File: src/rtl/bcd_sseg_scan3_pkg.sv
// Shared constants for the 3-digit seven-segment scanner.
// Segment patterns are active low, ordered g,f,e,d,c,b,a.
package bcd_sseg_scan3_pkg;

    localparam int NUM_DIGITS = 3;

    typedef enum logic [1:0] {
        D0 = 2'd0,
        D1 = 2'd1,
        D2 = 2'd2
    } digit_e;

    localparam logic [6:0] SEG_0    = 7'b1000000;
    localparam logic [6:0] SEG_1    = 7'b1111001;
    localparam logic [6:0] SEG_2    = 7'b0100100;
    localparam logic [6:0] SEG_3    = 7'b0110000;
    localparam logic [6:0] SEG_4    = 7'b0011001;
    localparam logic [6:0] SEG_5    = 7'b0010010;
    localparam logic [6:0] SEG_6    = 7'b0000010;
    localparam logic [6:0] SEG_7    = 7'b1111000;
    localparam logic [6:0] SEG_8    = 7'b0000000;
    localparam logic [6:0] SEG_9    = 7'b0010000;
    localparam logic [6:0] SEG_DASH = 7'b0111111;
    localparam logic [6:0] SEG_OFF  = 7'b1111111;

endpackage

File: src/rtl/bcd_sseg_scan3_bcd_to_sseg.sv
// Combinational BCD to 7-segment decoder, active-low segments.
// Ports: bcd_i (4-bit code), seg_o (g..a); codes 10..15 give a dash.
module bcd_to_sseg
    import bcd_sseg_scan3_pkg::*;
(
    input  logic [3:0] bcd_i,
    output logic [6:0] seg_o
);

    always_comb begin
        seg_o = SEG_DASH;
        unique case (bcd_i)
            4'd0:    seg_o = SEG_0;
            4'd1:    seg_o = SEG_1;
            4'd2:    seg_o = SEG_2;
            4'd3:    seg_o = SEG_3;
            4'd4:    seg_o = SEG_4;
            4'd5:    seg_o = SEG_5;
            4'd6:    seg_o = SEG_6;
            4'd7:    seg_o = SEG_7;
            4'd8:    seg_o = SEG_8;
            4'd9:    seg_o = SEG_9;
            default: seg_o = SEG_DASH;
        endcase
    end

endmodule

File: src/rtl/bcd_sseg_scan3.sv
// Time-multiplexed 3-digit common-anode display driver with frame snapshot.
// Ports: clk, reset, bcd2/1/0, dp_in, blank_lz -> an, sseg, frame_tick.
module bcd_sseg_scan3
    import bcd_sseg_scan3_pkg::*;
#(
    parameter int PRESCALE_W = 18
) (
    input  logic       clk,
    input  logic       reset,
    input  logic [3:0] bcd2,
    input  logic [3:0] bcd1,
    input  logic [3:0] bcd0,
    input  logic [2:0] dp_in,
    input  logic       blank_lz,
    output logic [2:0] an,
    output logic [7:0] sseg,
    output logic       frame_tick
);

    logic [PRESCALE_W-1:0] cnt_q;
    logic                  tick;
    digit_e                idx_q, idx_d;
    logic [3:0]            s2_q, s1_q, s0_q;
    logic [2:0]            sdp_q;
    logic                  snap;
    logic                  ft_q;
    logic [2:0]            an_q, an_d;
    logic [7:0]            sseg_q, sseg_d;
    logic [3:0]            dig;
    logic                  blank;
    logic                  dp;
    logic [6:0]            seg;

    assign tick = &cnt_q;
    // Shadows reload only at the end of the last digit of a frame.
    assign snap = tick && (idx_q == D2);

    // State register
    always_ff @(posedge clk) begin
        if (reset) idx_q <= D0;
        else       idx_q <= idx_d;
    end

    // Next-state logic
    always_comb begin
        idx_d = idx_q;
        unique case (idx_q)
            D0:      if (tick) idx_d = D1;
            D1:      if (tick) idx_d = D2;
            D2:      if (tick) idx_d = D0;
            default: idx_d = D0;
        endcase
    end

    // Output logic: pick digit, blanking and dp for the current index
    always_comb begin
        an_d  = 3'b110;
        dig   = s0_q;
        dp    = sdp_q[0];
        blank = 1'b0;
        unique case (idx_q)
            D1: begin
                an_d  = 3'b101;
                dig   = s1_q;
                dp    = sdp_q[1];
                blank = blank_lz && (s2_q == 4'd0) && (s1_q == 4'd0);
            end
            D2: begin
                an_d  = 3'b011;
                dig   = s2_q;
                dp    = sdp_q[2];
                blank = blank_lz && (s2_q == 4'd0);
            end
            default: begin
                an_d  = 3'b110;
                dig   = s0_q;
                dp    = sdp_q[0];
                blank = 1'b0;
            end
        endcase
        // A blanked digit is always a zero, so a dash is never blanked.
        sseg_d = {~dp, blank ? SEG_OFF : seg};
    end

    bcd_to_sseg u_dec (
        .bcd_i (dig),
        .seg_o (seg)
    );

    always_ff @(posedge clk) begin
        if (reset) begin
            cnt_q  <= '0;
            s2_q   <= 4'd0;
            s1_q   <= 4'd0;
            s0_q   <= 4'd0;
            sdp_q  <= 3'b000;
            ft_q   <= 1'b0;
            an_q   <= 3'b111;
            sseg_q <= 8'hFF;
        end else begin
            cnt_q  <= cnt_q + PRESCALE_W'(1);
            ft_q   <= snap;
            an_q   <= an_d;
            sseg_q <= sseg_d;
            if (snap) begin
                s2_q  <= bcd2;
                s1_q  <= bcd1;
                s0_q  <= bcd0;
                sdp_q <= dp_in;
            end
        end
    end

    assign an         = an_q;
    assign sseg       = sseg_q;
    assign frame_tick = ft_q;

endmodule

File: config.mk
export PLATFORM = sky130hd
export DESIGN_NAME = bcd_sseg_scan3
export DESIGN_NICKNAME = d
export VERILOG_FILES = /design/src/rtl/bcd_sseg_scan3_pkg.sv /design/src/rtl/bcd_sseg_scan3_bcd_to_sseg.sv /design/src/rtl/bcd_sseg_scan3.sv
export SDC_FILE = /design/constraint.sdc
export NUM_CORES = 1
export LEC_CHECK = 0
export BUFFER_PORTS_ARGS = -buffer_cell sky130_fd_sc_hd__buf_2
export CAP_MARGIN = 10
export CORE_AREA = 8 8 58 96
export CTS_CLUSTER_SIZE = 25
export DETAILED_ROUTE_END_ITERATION = 8
export DIE_AREA = 0 0 66 104
export GPL_ROUTABILITY_DRIVEN = 0
export GPL_TIMING_DRIVEN = 0
export PLACE_DENSITY = 0.73
export SYNTH_ARGS = -nofsm -noshare
export SYNTH_HDL_FRONTEND = slang
export SYNTH_SLANG_ARGS = --single-unit
File: constraint.sdc
create_clock -name clk -period 2.8 [get_ports clk]
set_clock_uncertainty 0.15 [all_clocks]
set_input_delay 0 -clock clk [delete_from_list [all_inputs] [get_ports clk]]
set_output_delay 0 -clock clk [all_outputs]
set_load 0.01 [all_outputs]
Yosys cells after proc, flatten, opt, wreduce, memory -nomap -nowiden. Memory sizes are Yosys's and may differ from the RTL's. A register that Yosys moved wholly into a read port is not among the register bits. Cells that the tools add are included.

Register bits: 40. Latch bits: 0. RAM bits: 0. Bits in read-only memories: 112. Input bits: 18. Output and inout bits: 12. Word-level logic and storage cells: 34. Memories: 1.

Memories: (no name shown) (depth 16, width 7, read ports 1, clocked after Yosys merged registers in 1, wr ports 0, line bcd_sseg_scan3_bcd_to_sseg.sv:12) `unique case (bcd_i)`.

$add $sub $neg: 1. Multiply operators: 0. Div/mod/pow operators: 0. Magnitude comparators: 0. Equal/unequal tests: 5. Shifts and indexed selects: 0. Muxes and demuxes: 8. Bitwise gates (word level): 1. Reduce and logical (&&, ||, !) cells: 9.

Operators by type and width (number): $add 18x1->18 const B (1); $reduce_and 18->1 (1); $logic_not 4->1 (2); $pmux 4 s2 (1); $mux 2 (3); $ne 2x2->1 const B (3); $pmux 2 s3 (1); $pmux 3 s2 (1); $pmux 1 s2 (2); $logic_and 1x1->1 (3); $reduce_and 3->1 (1); $eq 2x1->1 const B (1); $eq 2x2->1 const B (1); $logic_not 2->1 (1); $reduce_or 2->1 (1); $not 1->1 (1).

Logic depth before layout (Yosys ltp). Gate-level depths: netlist of run 1.

Depth in word-level cells: 5. Gate-level depth with buffers: 9. Mapped depth without buffers: 8.

Cells and area by module. Synthesis of run 1 repeated with hierarchy kept, for this count alone.

Cells, all modules: 261. Area total of the unflattened synthesis: 2217.1 µm².

By module, submodules not included: bcd_sseg_scan3 (times used 1, cells each 230, area each 1976.9 µm², seq. area each 940.9 µm²); bcd_to_sseg (times used 1, cells each 31, area each 240.2 µm², seq. area each 0.0 µm²).

Worst setup path after synthesis of run 1. OpenSTA, ideal clock, no wires.

Path kind: register -> register. Start: reg idx_q[0]. End: reg sseg_q[1] (netlist: sseg[1]). Library setup time: 0.148 ns. Arrival time: 1.799 ns. Required time: 2.502 ns. Slack: 0.703 ns. Cell stages (with the launch flop): 10. Path buffers: 1. Period minus slack after synthesis: 2.097 ns. Cells stage by stage: dfxtp_1 -> inv_1 -> ha_1 -> buf_2 -> nor2_1 -> a21oi_1 -> inv_1 -> ha_1 -> a21oi_1 -> o211ai_1.

Cells in the longest elaborated chain, start to end: 3. Elaborated cells on any way between the ends: 5. Those cells by class: eq/ne (2); mux (2); reduce/logical (1).

Ends and longest elaborated chain: start: declaration (line bcd_sseg_scan3.sv:22) `digit_e idx_q, idx_d;`; start signal: assignment (line bcd_sseg_scan3.sv:41) `else idx_q <= idx_d;`; $eq 2x2->1 or $eq 2x1->1 (tied branches) (line bcd_sseg_scan3.sv:61) `unique case (idx_q)`; $pmux 1 s2 (line bcd_sseg_scan3.sv:61); $reduce_or 2->1 (no line); end: declaration (line bcd_sseg_scan3.sv:28) `logic [7:0] sseg_q, sseg_d;`.

Several ways; a longest one is shown, not always the timed one. A chain may end at the register's enable or synchronous reset.

Worst setup path in the final report of run 1. Same ends and word-level chain as after synthesis.

==> impl_metrics.toml, run 1 <==
[route]
vias_per_cell = 5.73
wl_um = 5280
via_count = 1978
first_pass_iters = 4
wire_per_inst_um = 15.3
postRouteAntennaNets = 0
drt_iter0_drc = 83
drc_errors = 0

[timing]
hold_viol = 0
fmaxAchievable_mhz = 395
finalSetupViolCount = 0
relSlewSlack = 0.554
fin_crit_sh = 0.903
worst_pin_slew_ns = 0.669
rsz0062_at_grt = "no"
tns_ns = 0
setup_slack_ns = 0.271
slew_viol_final = 0
min_period_ns = 2.53

[grt]
grt_pass1_vias = 1951
antenna_found_initial = 0
track_usage = 0.160
grt_max_degree = 13
grt_pass1_wl_um = 8760
grt.overflow.total = 0

[placement]
hpwlAfterDp_um = 3840
port_buffers = 29
post-place-ws_ns = 0.326
placed_area_mm2 = 0.00246
dp_cells = 323

[clock_network]
cts-root-buf = "clkbuf_8"
path_clk_slew_ns = 0.08
cts_made_buffers = 5
post_cts_resized = 0
cts_sinks = 47
post_cts_buffers = 0
ctsHoldBuffers = 16
cts.path.max_buffers = 2
cts_tree = "built"
clock_latency_ns = 0.30
htree_levels = 2

[worst_setup_path]
critPathLaunchType = "register"
crit_arrival_ns = 2.53
cp_max_fo = 10
reg2reg_from = "idx_q[0]"
cp.required_ns = 2.81
worstSetupStartpoint = "idx_q[0]"
endpoint_kind = "register"
path_class = "reg2reg"

[synth]
syn_inst = 243
async_reset_ff_frac = 0
seq_area_frac_synth = 0.418
netlist_area_mm2 = 0.00225
synth_top_area_cell = "dfxtp_1"
synth.top_cells.by_area = "dfxtp_1, o31ai_2, nand3_1, ha_1, a21oi_1"
synth_edf_count = 0
synth_xor_area_frac = 0.0506
synth_flop_cell = "dfxtp_1"
synth-simple-area-share = 0.220
yosysWarnings = 0
synth.distinct_cells = 42
synth_top_family_by_area = "simple AND/OR/NAND/NOR gates"
synth-compound-area-share = 0.203
ys_seq_elements = 47
synth_fa_ha_area_frac = 0.0500
synthMuxAreaShare = 0.0100
synth_nets = 270
avgSynthCellArea_um2 = 9.27
netlist.area_leader.share = 0.418

[layout]
drive_above_1_share = 0.214
postLayoutCellArea_mm2 = 0.00269
utilization = 0.623
area_growth_pct = 19.6
final_common_cell = "dfxtp_1"
nets = 322
diodes = 0
fin_cells = 345
final_cell_mix = "dfxtp_1, buf_2, nand3_1"

[floorplanning]
core_area_mm2 = 0.00432
dieWidth_um = 66
die_height_um = 104
pin_count = 30
num_rows = 32
initial_core_util = 0.521
dieArea_mm2 = 0.00686

[worst_hold_path]
hold_start = "blank_lz"
hp-class = "in2reg"

[pwr]
peakVddDrop_mv = 0.398
powerDensity_mw_per_mm2 = 418
p_leak_nw = 0.977

[run_status]
status = "completed"

[run]
cap_violations = 0
## stage by stage
| stage | hold slack, ns | power (W) |
|---|---|---|
| 2_1_floorplan | 0.00188 | 0.000721 |
| 3_3_place_gp | 0.113 | 0.000746 |
| 4_1_cts | 0.0368 | 0.00113 |
| 5_1_grt | 0.0713 | 0.00117 |
| 3_5_place_dp | 0.117 | 0.000747 |
| 6_report | 0.0436 | 0.00113 |
## worst max-delay path, cell delays in order (launching register included)
cell,delay (ns)
dfxtp_1,0.36
inv_1,0.09
ha_1,0.41
buf_2,0.24
nor2_1,0.07
a21oi_1,0.46
inv_1,0.13
ha_1,0.23
a21oi_1,0.15
o211ai_1,0.10
## per-layer routing
metal,global-route usage,part of all wire
met1,0.149,0.37
met2,0.307,0.56
met3,0.0356,0.046
met4,0.0707,0.027
met5,0,0
## state kept, by name, indices dropped and copies added (netlist names)
register    count
s0_q            4
sseg            8
frame_tick      1
sdp_q           3
s1_q            4
idx_q           2
s2_q            4
cnt_q          18
an              3
## report_power, final
part | switching (W) | internal (W) | leakage, nW | total, W
Sequential | 0.00000539 | 0.000677 | 0.382 | 0.000682
Clock | 0.000210 | 0.000167 | 0.0371 | 0.000376
Combinational | 0.0000314 | 0.0000350 | 0.558 | 0.0000664
Total | 0.000247 | 0.000879 | 0.977 | 0.00113
## cell usage after synthesis (all sizes together), types with 2 or more instances
| master | instances |
|---|---|
| a22oi | 5 |
| a21oi | 20 |
| nor2b | 3 |
| nor3 | 9 |
| o31ai | 15 |
| a211oi | 2 |
| buf | 8 |
| nand2 | 12 |
| dfxtp | 47 |
| nor4 | 7 |
| or3 | 2 |
| ha | 9 |
| o311ai | 3 |
| mux2 | 2 |
| o21ai | 4 |
| inv | 9 |
| o211ai | 2 |
| or2 | 2 |
| xor2 | 4 |
| a21o | 4 |
| xnor2 | 9 |
| nand4 | 8 |
| nor2 | 22 |
| nand3 | 23 |
| clkbuf | 6 |
| a32oi | 2 |
## cells by family (layout without fill, tap and decap cells)
kind of cell	Yosys count	after routing
adder cells (fa/ha/maj)	9	9
AND/OR/NAND/NOR	90	90
XOR/XNOR	13	13
flip-flops	47	47
buffers and inverters	23	74
multiplexers	2	2
AO/OA/AOI/OAI	59	59
## layout make-up
cell class              count  area, um2
multi-input cells         173       1200
well taps                  51       63.8
flip-flops and latches     47        941
fillers                   390       1630
clock buffers               6       72.6
inverters                   9       33.8
plain buffers              14       76.3
repair buffers             45        305
## path summary, 6_finish.rpt
kind | cells past startpoint | slack (ns) | endpoint
worst min register to register | 2 | 0.32 | sdp_q[2]
worst max register to register | 9 | 0.27 | sseg[1]
worst min-delay path | 3 | 0.04 | sseg[2]
worst max-delay path | 9 | 0.27 | sseg[1]
Note: power is estimated with default switching activity, not from simulation.
==> inputs of run 2 (changes only) <==
==> constraint.sdc (replaced) <==
create_clock -name clk -period 2.4 [get_ports clk]
set_clock_uncertainty 0.15 [all_clocks]
set_input_delay 0 -clock clk [delete_from_list [all_inputs] [get_ports clk]]
set_output_delay 0 -clock clk [all_outputs]
set_load 0.01 [all_outputs]
==> impl_metrics.toml, run 2 (synthesized netlist as in run 1, its figures left out) <==
[run_status]
status = "completed"

[floorplanning]
die_height_um = 104
pin_count = 30
initial_core_util = 0.521
dieWidth_um = 66
num_rows = 32
dieArea_mm2 = 0.00686
core_area_mm2 = 0.00432

[worst_hold_path]
holdPathStages = 3
hp-class = "in2reg"

[clock_network]
cts_tree = "built"
clock_latency_ns = 0.30
cts_made_buffers = 5
htree_levels = 2
cts-root-buf = "clkbuf_8"
path_clk_slew_ns = 0.08
cts.path.max_buffers = 2
cts_sinks = 47

[route]
drc_errors = 0
first_pass_iters = 4
via_count = 1992
postRouteAntennaNets = 0
drt_iter0_drc = 66
wire_per_inst_um = 15.4
vias_per_cell = 5.72
wl_um = 5350

[timing]
hold_viol = 0
finalSetupViolCount = 0
fmaxAchievable_mhz = 431
slew_viol_final = 0
rsz0062_at_grt = "no"
worst_pin_slew_ns = 0.662
min_period_ns = 2.32
relSlewSlack = 0.559
setup_slack_ns = 0.0780
fin_crit_sh = 0.968

[grt]
grt_max_degree = 13
grt.overflow.total = 0
grt_pass1_wl_um = 8740
antenna_found_initial = 0
track_usage = 0.160
grt_pass1_vias = 1952

[worst_setup_path]
critPathLaunchType = "register"
cp_max_fo = 10
endpoint_kind = "register"
rr_worst_depth = 9
cp.required_ns = 2.40
crit_arrival_ns = 2.33
path_class = "reg2reg"

[placement]
port_buffers = 29
hpwlAfterDp_um = 3840
placed_area_mm2 = 0.00246
post-place-ws_ns = -0.0744

[layout]
top_register = "cnt_q"
area_growth_pct = 21.1
final_cell_mix = "dfxtp_1, buf_2, nand3_1"
nets = 325
final_common_cell = "dfxtp_1"
postLayoutCellArea_mm2 = 0.00273
diodes = 0
drive_above_1_share = 0.229
largest_register_ffs = 18
utilization = 0.630

[pwr]
p_leak_nw = 0.996
peakVddDrop_mv = 0.464
powerDensity_mw_per_mm2 = 482
power_w = 0.00131

[run]
cap_violations = 0
## run 2: cell count changes in the layout (fill, tap and decap cells not counted), sizes merged
cell,previous run,this run
buf,37,40
## run 2: critical path, stage by stage (launching register included)
cell and delay (ns):
dfxtp_1 0.36, inv_1 0.09, ha_1 0.41, clkbuf_4 0.24
nor2_1 0.07, a21oi_2 0.28, inv_1 0.11, ha_1 0.22
a21oi_1 0.15, o211ai_1 0.10
## run 2: layout make-up
type,count,area (um2)
Sequential cell,47,941
Clock buffer,6,72.6
Tap cell,51,63.8
Buffer,13,75.1
Multi-Input combinational cell,173,1200
Inverter,9,33.8
Fill cell,388,1600
Timing Repair Buffer,49,335
## run 2: worst paths after layout
check	from	to	slack [ns]
worst max-delay path	idx_q[0]	sseg[1]	0.08
worst min register to register	sdp_q[2]	sdp_q[2]	0.32
worst max register to register	idx_q[0]	sseg[1]	0.08
worst min-delay path	blank_lz	sseg[2]	0.05
## run 2: through the flow
stage	cells	hold WS, ns	TNS [ns]
2_1_floorplan	243	0.00188	0
3_3_place_gp	323	0.113	-0.00438
3_5_place_dp	323	0.117	-0.137
4_1_cts	345	0.0368	0
5_1_grt	348	0.0713	0
6_report	348	0.0503	0
## run 2: timing repair
action                     CTS  global route
hold endpoints to repair    21             0
pin swaps                    0             1
setup buffers                0             4
gates resized for setup      1             1
setup endpoints to repair    3             4
hold buffers                16             0
## run 2: power breakdown
group          internal (W)  switching, W  total [W]
clock              0.000195      0.000244   0.000439
combinational     0.0000410     0.0000371  0.0000780
sequential         0.000790    0.00000632   0.000796
total               0.00103      0.000288    0.00131
## run 2: layer usage
layer,vias to the layer above,wire length (um),track usage
li1,993,-,-
met1,954,2000,0.149
met2,36,3020,0.307
met3,9,214,0.0356
met4,0,103,0.0707
met5,-,0,0
==> inputs of run 3 (changes only) <==
--- a/config.mk
+++ b/config.mk
@@ -8,6 +8,7 @@
 export BUFFER_PORTS_ARGS = -buffer_cell sky130_fd_sc_hd__buf_2
 export CAP_MARGIN = 10
 export CORE_AREA = 8 8 58 96
+export CTS_BUF_LIST = sky130_fd_sc_hd__clkbuf_8
 export CTS_CLUSTER_SIZE = 25
 export DETAILED_ROUTE_END_ITERATION = 8
 export DIE_AREA = 0 0 66 104
==> impl_metrics.toml, run 3 (synthesized netlist as in run 1, its figures left out) <==
[run_status]
status = "completed"

[route]
drt_iter0_drc = 66
via_count = 1994
first_pass_iters = 4
drc_errors = 0
wire_per_inst_um = 15.4
vias_per_cell = 5.73
postRouteAntennaNets = 0
wl_um = 5340

[timing]
relSlewSlack = 0.559
fmaxAchievable_mhz = 431
finalSetupViolCount = 0
fin_crit_sh = 0.966
min_period_ns = 2.32
hold_viol = 0
rsz0062_at_grt = "no"
slew_viol_final = 0
worst_pin_slew_ns = 0.662
setup_slack_ns = 0.0824

[layout]
postLayoutCellArea_mm2 = 0.00273
nets = 325
largest_register_ffs = 18
final_common_cell = "dfxtp_1"
fin_cells = 348
drive_above_1_share = 0.229
fillCellCount = 388
final_cell_mix = "dfxtp_1, buf_2, nand3_1"
utilization = 0.630
diodes = 0
area_growth_pct = 21.1
top_register = "cnt_q"

[worst_setup_path]
reg2reg_from = "idx_q[0]"
reg2reg_slack_ns = 0.08
cp.required_ns = 2.40
crit_arrival_ns = 2.32
path_class = "reg2reg"
r2r_end = "sseg[1]"
cp_max_fo = 10
endpoint_kind = "register"
critPathLaunchType = "register"
rr_worst_depth = 9

[worst_hold_path]
whs_endpoint = "sseg[2]"
hold_start = "blank_lz"
holdPathStages = 3
hp-class = "in2reg"

[grt]
grt_pass1_vias = 1952
grt_max_degree = 13
gr-usage-met2 = 0.307
track_usage = 0.160
grt_pass1_wl_um = 8740
grt.overflow.total = 0
busiest_layer = "met2"
antenna_found_initial = 0
use_met1 = 0.149
use_met3 = 0.0356

[placement]
hpwlAfterDp_um = 3840
port_buffers = 29
placed_area_mm2 = 0.00246
dp_cells = 323
post-place-ws_ns = -0.0744

[clock_network]
cts-root-buf = "clkbuf_8"
cts_made_buffers = 5
cts_sinks = 47
path_clk_slew_ns = 0.08
clock_latency_ns = 0.30
cts.path.max_buffers = 2
cts_tree = "built"
htree_levels = 2

[floorplanning]
dieArea_mm2 = 0.00686
initial_core_util = 0.521
die_height_um = 104
pin_count = 30
num_rows = 32
core_area_mm2 = 0.00432
dieWidth_um = 66

[pwr]
p_leak_nw = 1.00
peakVddDrop_mv = 0.464
powerDensity_mw_per_mm2 = 480

[run]
cap_violations = 0
-- run 3: cell count changes in the layout (fill, tap and decap cells not counted) --
cell,change
clkbuf_1,-1
inv_1,+1
-- run 3: power by group --
| part | total (W) | internal, W | leakage (nW) | switching (W) |
|---|---|---|---|---|
| sequential | 0.000796 | 0.000790 | 0.382 | 0.00000632 |
| clock | 0.000435 | 0.000190 | 0.0413 | 0.000245 |
| combinational | 0.0000780 | 0.0000410 | 0.577 | 0.0000370 |
-- run 3: metrics by stage --
stage / hold WS [ns] / setup TNS [ns] / total power [W]
2_1_floorplan: 0.00188 / 0 / 0.000842
5_1_grt: 0.0713 / 0 / 0.00136
3_3_place_gp: 0.113 / -0.00438 / 0.000871
4_1_cts: 0.0368 / 0 / 0.00132
6_report: 0.0502 / 0 / 0.00131
3_5_place_dp: 0.117 / -0.137 / 0.000872
-- run 3: cell type report --
| cell class | instances | area (um2) | share of cell area |
|---|---|---|---|
| Multi-Input combinational cell | 173 | 1200 | 0.442 |
| Sequential cell | 47 | 941 | 0.345 |
| Timing Repair Buffer | 49 | 335 | 0.123 |
| Buffer | 13 | 75.1 | 0.0275 |
| Clock buffer | 5 | 68.8 | 0.0252 |
| Tap cell | 51 | 63.8 | 0.0234 |
| Inverter | 9 | 33.8 | 0.0124 |
| Clock inverter | 1 | 3.75 | 0.00138 |
-- run 3: per-layer routing --
metal / routed length (um) / part of all wire
met1: 2010 / 0.38
met4: 103 / 0.019
met2: 3020 / 0.57
met3: 202 / 0.038
met5: 0 / 0
-- run 3: how the worst max path moves through the flow --
stage	startpoint	to	slack, ns	depth (start not counted)
finish	idx_q[0]	sseg[1]	0.08	9
global route	idx_q[0]	sseg[1]	0.02	9
detailed placement	idx_q[0]	sseg[1]	-0.07	9
global placement	idx_q[0]	sseg[1]	-0.004	9
CTS	idx_q[0]	sseg[1]	0.09	9
floorplan	idx_q[0]	sseg[1]	0.30	9
-- run 3: critical path, stage by stage, from the launching register on --
cell	delay, ns
dfxtp_1	0.36
inv_1	0.09
ha_1	0.41
clkbuf_4	0.24
nor2_1	0.07
a21oi_2	0.27
inv_1	0.11
ha_1	0.22
a21oi_1	0.15
o211ai_1	0.10
-- run 3: timing repair --
item                                    4_1_cts  5_1_grt
hold buffers                                 16        0
endpoints found under the setup margin        3        4
resized for setup                             1        1
pin swaps                                     0        1
hold endpoints to repair                     21        0
buffers inserted                              0        4
